`src/rtl/pe_loop_sequencer.sv`:
```
// Four-deep loop sequencer (w > pm > tch > s) producing input/weight/psum pad read addresses.
// Optional stall-cycle counter is built when LOOPSEQ_PERF_EN is defined.
module pe_loop_sequencer #(
    parameter int CNT_WD  = 4,
    parameter int TILE_WD = 6,
    parameter int IPAD_AW = 6,
    parameter int WPAD_AW = 8,
    parameter int PPAD_AW = 4
) (
    input  logic               clk,
    input  logic               rst,
    input  logic               i_start,
    input  logic               i_abort,
    input  logic               i_stall,
    input  logic [TILE_WD-1:0] i_w,
    input  logic [CNT_WD-1:0]  i_pm,
    input  logic [CNT_WD-1:0]  i_tch,
    input  logic [CNT_WD-1:0]  i_s,
    output logic               o_valid,
    output logic [IPAD_AW-1:0] o_ip_addr,
    output logic [WPAD_AW-1:0] o_wp_addr,
    output logic [PPAD_AW-1:0] o_pp_addr,
    output logic               o_first,
    output logic               o_last,
    output logic               o_busy,
    output logic               o_done,
    output logic               o_error,
    output logic [15:0]        o_stall_cnt
);

    typedef enum logic [1:0] {IDLE, LOAD, RUN, DONE} state_t;

    state_t             state_q, state_d;
    logic [TILE_WD-1:0] w_cnt_q, w_cnt_d, w_q, w_d;
    logic [CNT_WD-1:0]  pm_cnt_q, pm_cnt_d, pm_q, pm_d;
    logic [CNT_WD-1:0]  tch_cnt_q, tch_cnt_d, tch_q, tch_d;
    logic [CNT_WD-1:0]  s_cnt_q, s_cnt_d, s_q, s_d;
    logic               busy_q, busy_d, done_q, done_d, err_q, err_d;

    logic s_wrap, tch_wrap, pm_wrap, w_wrap, cfg_zero, valid;

    assign s_wrap   = (s_q   == s_cnt_q   - CNT_WD'(1));
    assign tch_wrap = (tch_q == tch_cnt_q - CNT_WD'(1));
    assign pm_wrap  = (pm_q  == pm_cnt_q  - CNT_WD'(1));
    assign w_wrap   = (w_q   == w_cnt_q   - TILE_WD'(1));
    assign cfg_zero = (w_cnt_q == '0) || (pm_cnt_q == '0) || (tch_cnt_q == '0) || (s_cnt_q == '0);

    always_comb begin
        state_d   = state_q;
        w_cnt_d   = w_cnt_q;
        pm_cnt_d  = pm_cnt_q;
        tch_cnt_d = tch_cnt_q;
        s_cnt_d   = s_cnt_q;
        w_d       = w_q;
        pm_d      = pm_q;
        tch_d     = tch_q;
        s_d       = s_q;
        err_d     = 1'b0;
        case (state_q)
            IDLE: begin
                if (i_start) begin
                    state_d   = LOAD;
                    w_cnt_d   = i_w;
                    pm_cnt_d  = i_pm;
                    tch_cnt_d = i_tch;
                    s_cnt_d   = i_s;
                end
            end
            LOAD: begin
                w_d   = '0;
                pm_d  = '0;
                tch_d = '0;
                s_d   = '0;
                if (i_abort) begin
                    state_d = IDLE;
                end else if (cfg_zero) begin
                    state_d = IDLE;
                    err_d   = 1'b1;
                end else begin
                    state_d = RUN;
                end
            end
            RUN: begin
                if (i_abort) begin
                    // Indices are cleared so addresses read 0 while idle after an abort.
                    state_d = IDLE;
                    w_d     = '0;
                    pm_d    = '0;
                    tch_d   = '0;
                    s_d     = '0;
                end else if (!i_stall) begin
                    s_d = s_wrap ? '0 : s_q + CNT_WD'(1);
                    if (s_wrap) begin
                        tch_d = tch_wrap ? '0 : tch_q + CNT_WD'(1);
                        if (tch_wrap) begin
                            pm_d = pm_wrap ? '0 : pm_q + CNT_WD'(1);
                            if (pm_wrap) begin
                                w_d = w_wrap ? '0 : w_q + TILE_WD'(1);
                                if (w_wrap) begin
                                    state_d = DONE;
                                end
                            end
                        end
                    end
                end
            end
            default: begin
                state_d = IDLE;
            end
        endcase
        busy_d = (state_d == LOAD) || (state_d == RUN);
        done_d = (state_d == DONE);
    end

    always_ff @(posedge clk) begin
        if (rst) begin
            state_q   <= IDLE;
            w_cnt_q   <= '0;
            pm_cnt_q  <= '0;
            tch_cnt_q <= '0;
            s_cnt_q   <= '0;
            w_q       <= '0;
            pm_q      <= '0;
            tch_q     <= '0;
            s_q       <= '0;
            busy_q    <= 1'b0;
            done_q    <= 1'b0;
            err_q     <= 1'b0;
        end else begin
            state_q   <= state_d;
            w_cnt_q   <= w_cnt_d;
            pm_cnt_q  <= pm_cnt_d;
            tch_cnt_q <= tch_cnt_d;
            s_cnt_q   <= s_cnt_d;
            w_q       <= w_d;
            pm_q      <= pm_d;
            tch_q     <= tch_d;
            s_q       <= s_d;
            busy_q    <= busy_d;
            done_q    <= done_d;
            err_q     <= err_d;
        end
    end

    // Outputs are forced low while rst is high so the reset cycle itself is quiet.
    assign valid     = (state_q == RUN) && !i_stall && !rst;
    assign o_valid   = valid;
    assign o_first   = valid && (tch_q == '0) && (s_q == '0);
    assign o_last    = valid && tch_wrap && s_wrap;
    assign o_busy    = busy_q && !rst;
    assign o_done    = done_q && !rst;
    assign o_error   = err_q && !rst;
    assign o_ip_addr = rst ? '0 :
        IPAD_AW'((32'(w_q) + 32'(s_q)) * 32'(tch_cnt_q) + 32'(tch_q));
    assign o_wp_addr = rst ? '0 :
        WPAD_AW'((32'(pm_q) * 32'(tch_cnt_q) + 32'(tch_q)) * 32'(s_cnt_q) + 32'(s_q));
    assign o_pp_addr = rst ? '0 : PPAD_AW'(pm_q);

`ifdef LOOPSEQ_PERF_EN
    logic [15:0] stall_cnt_q, stall_cnt_d;

    always_comb begin
        stall_cnt_d = stall_cnt_q;
        if (state_q == IDLE && i_start) begin
            stall_cnt_d = '0;
        end else if (state_q == RUN && i_stall && stall_cnt_q != 16'hFFFF) begin
            stall_cnt_d = stall_cnt_q + 16'd1;
        end
    end

    always_ff @(posedge clk) begin
        if (rst) begin
            stall_cnt_q <= '0;
        end else begin
            stall_cnt_q <= stall_cnt_d;
        end
    end

    assign o_stall_cnt = rst ? '0 : stall_cnt_q;
`else
    assign o_stall_cnt = '0;
`endif

endmodule

```
`config.mk`:
```
export PLATFORM = sky130hd
export DESIGN_NAME = pe_loop_sequencer
export DESIGN_NICKNAME = d
export VERILOG_FILES = /design/src/rtl/pe_loop_sequencer.sv
export SDC_FILE = /design/constraint.sdc
export NUM_CORES = 1
export LEC_CHECK = 0
export ABC_CLOCK_PERIOD_IN_PS = 5950
export BUFFER_PORTS_ARGS = -buffer_cell sky130_fd_sc_hd__buf_2
export CORE_AREA = 4 4 85 127
export DETAILED_ROUTE_END_ITERATION = 6
export DIE_AREA = 0 0 89 131
export GPL_TIMING_DRIVEN = 0
export HOLD_SLACK_MARGIN = 0.1
export PLACE_DENSITY = 0.82
export RECOVER_POWER = 25
export SYNTH_ARGS = -nofsm -noshare
export SYNTH_HDL_FRONTEND = slang
export SYNTH_SLANG_ARGS = --single-unit
```
`constraint.sdc`:
```
create_clock -name clk -period 5.95 [get_ports clk]
set_clock_uncertainty 0.2 [all_clocks]
set_input_delay 0.595 -clock clk [delete_from_list [all_inputs] [get_ports clk]]
set_output_delay 0.595 -clock clk [all_outputs]
set_load 0.02 [all_outputs]
```
==> flow_metrics.py <==
metrics = {
    "power": {
        "leakage_nw": 2.73,
        "total_power_mw": 0.702,
        "irDropWorstVdd_v": 0.000193,
        "p_per_area_nw_per_um2": 122,
    },
    "timing": {
        "finalSetupViolCount": 3,
        "setup-tns-final_ns": -1.54,
        "slew_headroom_pct": 54.3,
        "maxSlewViolCount": 0,
        "finalHoldViolCount": 0,
        "finalWorstSetupSlack_ns": -0.640,
        "rsz0062_at_grt": "yes",
        "fin_crit_ns": 6.59,
        "min_period_over_period_pct": 111,
        "max_slew.worst_pin.slew_ns": 0.680,
        "fmax_mhz": 152,
    },
    "synthesis": {
        "synthCells": 583,
        "yosysSeqAreaShare_pct": 17.3,
        "synth_ff_type": "dfxtp_1",
        "synth_seq_cells": 41,
        "ys_warn_count": 0,
        "syn_area_per_cell_um2": 8.12,
        "ys_async_sr_fraction_pct": 0,
        "synth-edff-count": 0,
        "synthDistinctLibCells": 58,
        "syn_area_um2": 4730,
    },
    "floorplanning": {
        "die_w_um": 89,
        "row_count": 44,
        "die_y_um": 131,
        "core_um2": 9630,
        "start_util_pct": 49.1,
        "dieArea_um2": 11700,
        "io_pins": 63,
    },
    "global_routing": {
        "antenna_found_initial": 0,
        "track_usage_pct": 21.5,
        "grt_pass1_wl_mm": 19.7,
        "grt_max_degree": 13,
        "grt_pass1_vias": 4420,
        "grt_overflow": 0,
    },
    "detailed_routing": {
        "drt_wl_total_mm": 12.4,
        "antenna_left": 0,
        "dr.pass1.iters": 5,
        "post_drt_wl_per_cell_um": 15.7,
        "vias_per_cell": 5.47,
        "route.vias.total": 4294,
        "drtIter0Drc": 181,
        "drt_drc_violations_left": 0,
    },
    "clock_network": {
        "clk-insertion-delay-late_ns": 0.29,
        "root_buffer": "clkbuf_16",
        "clk_pin_slew_ns": 0.06,
        "htree_num_levels": 2,
        "cts_tree": "built",
        "cts_buffer_depth": 2,
        "clock-sinks": 41,
        "numCtsBuffers": 5,
    },
    "cells_and_area": {
        "fillCellCount": 804,
        "area_growth_pct": 21.8,
        "drive_gt1_share_pct": 21.6,
        "final_net_count": 775,
        "diodes": 0,
        "final_common_cell": "nand2_1",
        "most-common-layout-cells": "nand2_1, inv_1, ha_1, buf_2, a21oi_1",
    },
    "setup_path": {
        "cp-start-kind": "register",
        "required_ns": 5.16,
        "critPathMaxFanout": 5,
        "crit_type": "reg2out",
        "worstPathArrival_ns": 5.80,
        "cp-end-kind": "output pin",
    },
    "run_status": {
        "outcome": "complete, but fails checks",
        "violations": "negative setup slack",
    },
    "place": {
        "place_hpwl_mm": 9.41,
        "numPortBuffers": 46,
        "gp_congestion": 0.862,
    },
    "run": {
        "drv_cap": 0,
    },
    "min_path": {
        "holdCritPathClass": "reg2reg",
    },
}
## cell families after synthesis
| logic type | share of synthesized area [%] |
|---|---|
| and+or+nand+nor | 23.7 |
| muxes | 0.899 |
| other | 0.0792 |
| AOI/OAI and AO/OA | 12.2 |
| DFF | 17.3 |
| xor gates and xnor gates | 10.2 |
| adders and majority gates | 26.1 |
| buffers and inverters | 9.44 |
## stage by stage
stage | utilization [%] | instance area (um2) | setup slack (ns) | hold slack [ns] | instances
3_3_place_gp | 54.4 | 5250 | -0.514 | 0.269 | 759
4_1_cts | 58.8 | 5660 | -0.569 | 0.283 | 784
2_1_floorplan | - | 4870 | 0.00415 | 0.249 | 598
5_1_grt | 59.8 | 5770 | -0.795 | 0.309 | 785
3_5_place_dp | 54.4 | 5250 | -0.617 | 0.275 | 759
6_report | 59.8 | 5770 | -0.640 | 0.281 | 785
## power breakdown
part | switching, mW | internal, mW | leakage, nW | total [mW]
sequential | 0.0125 | 0.283 | 0.338 | 0.295
clock | 0.113 | 0.154 | 0.0706 | 0.267
combinational | 0.0837 | 0.0554 | 2.32 | 0.139
## cell type report
| cell class | count | area [um2] | area share [%] |
|---|---|---|---|
| plain buffers | 34 | 200 | 3.47 |
| clock buffers | 6 | 129 | 2.24 |
| clock inverters | 2 | 10.0 | 0.174 |
| inverters | 62 | 233 | 4.04 |
| multi-input cells | 457 | 3780 | 65.5 |
| flip-flops and latches | 41 | 840 | 14.6 |
| well taps | 115 | 144 | 2.50 |
| repair buffers | 68 | 433 | 7.51 |
## worst max-delay path, stage by stage (launching register included)
cell	delay, ns
dfxtp_4	0.38
nand2_4	0.05
fa_1	0.49
fa_1	0.53
inv_2	0.04
fa_1	0.49
ha_4	0.34
inv_2	0.04
o21bai_1	0.18
xor2_1	0.12
and2_4	0.18
fa_1	0.53
inv_2	0.04
fa_1	0.51
inv_2	0.05
ha_4	0.24
ha_4	0.27
o21ai_4	0.06
o21bai_4	0.16
a21oi_4	0.07
xnor3_1	0.39
mux2i_4	0.21
buf_6	0.13
## repair_timing
| item | 4_1_cts | 5_1_grt |
|---|---|---|
| setup endpoints to repair | 5 | 5 |
| gates resized for setup | 30 | 28 |
| hold buffers | 0 | 0 |
| pin swaps | 13 | 23 |
| buffers inserted | 17 | 5 |
| gates cloned | 0 | 0 |
## worst paths after layout
check | startpoint | endpoint | slack, ns | cells after the start
max | pm_q[0] | o_wp_addr[7] | -0.64 | 22
min | pm_cnt_q[1] | pm_cnt_q[1] | 0.28 | 2
max reg2reg | s_cnt_q[0] | w_q[2] | 2.52 | 9
min reg2reg | pm_cnt_q[1] | pm_cnt_q[1] | 0.28 | 2
## flip-flops by register name, indices dropped and copies added (netlist names)
| name | flops |
|---|---|
| w_q | 6 |
| pm_cnt_q | 4 |
| busy_q | 1 |
| tch_cnt_q | 4 |
| tch_q | 4 |
| err_q | 1 |
| w_cnt_q | 6 |
| pm_q | 4 |
| s_q | 4 |
| s_cnt_q | 4 |
| done_q | 1 |
| state_q | 2 |
## routing by layer
metal | share of wire [%] | GRT usage, % | vias up
li1 | - | - | 2075
met1 | 36 | 22.3 | 2039
met2 | 54 | 41.7 | 132
met3 | 4.4 | 2.63 | 48
met4 | 4.6 | 9.99 | 0
met5 | 0 | 0 | -
## cell usage after synthesis, types with 3 or more instances
cell type	number	area share, %
dfxtp_1	41	17
xnor3_1	4	1.9
nor2_1	24	1.9
a21oi_1	44	4.7
a32o_1	3	0.63
fa_1	26	11
o211ai_1	7	1.1
ha_1	57	15
buf_4	16	2.5
o21bai_1	4	0.63
a21o_1	6	0.95
xnor2_1	28	5.2
nand3_1	6	0.63
xor2_1	15	2.8
nor3b_1	6	0.95
nor4_1	5	0.66
nand2b_1	5	0.66
o21ai_0	12	1.3
nor2b_1	15	2.0
nand2_1	74	5.9
and2_1	37	4.9
nor3_1	14	1.5
inv_1	62	4.9
or4_1	3	0.48
clkbuf_1	17	1.3
and3_1	4	0.53
o21a_1	4	0.63
buf_2	3	0.32
Note: power is estimated with default switching activity, not from simulation.
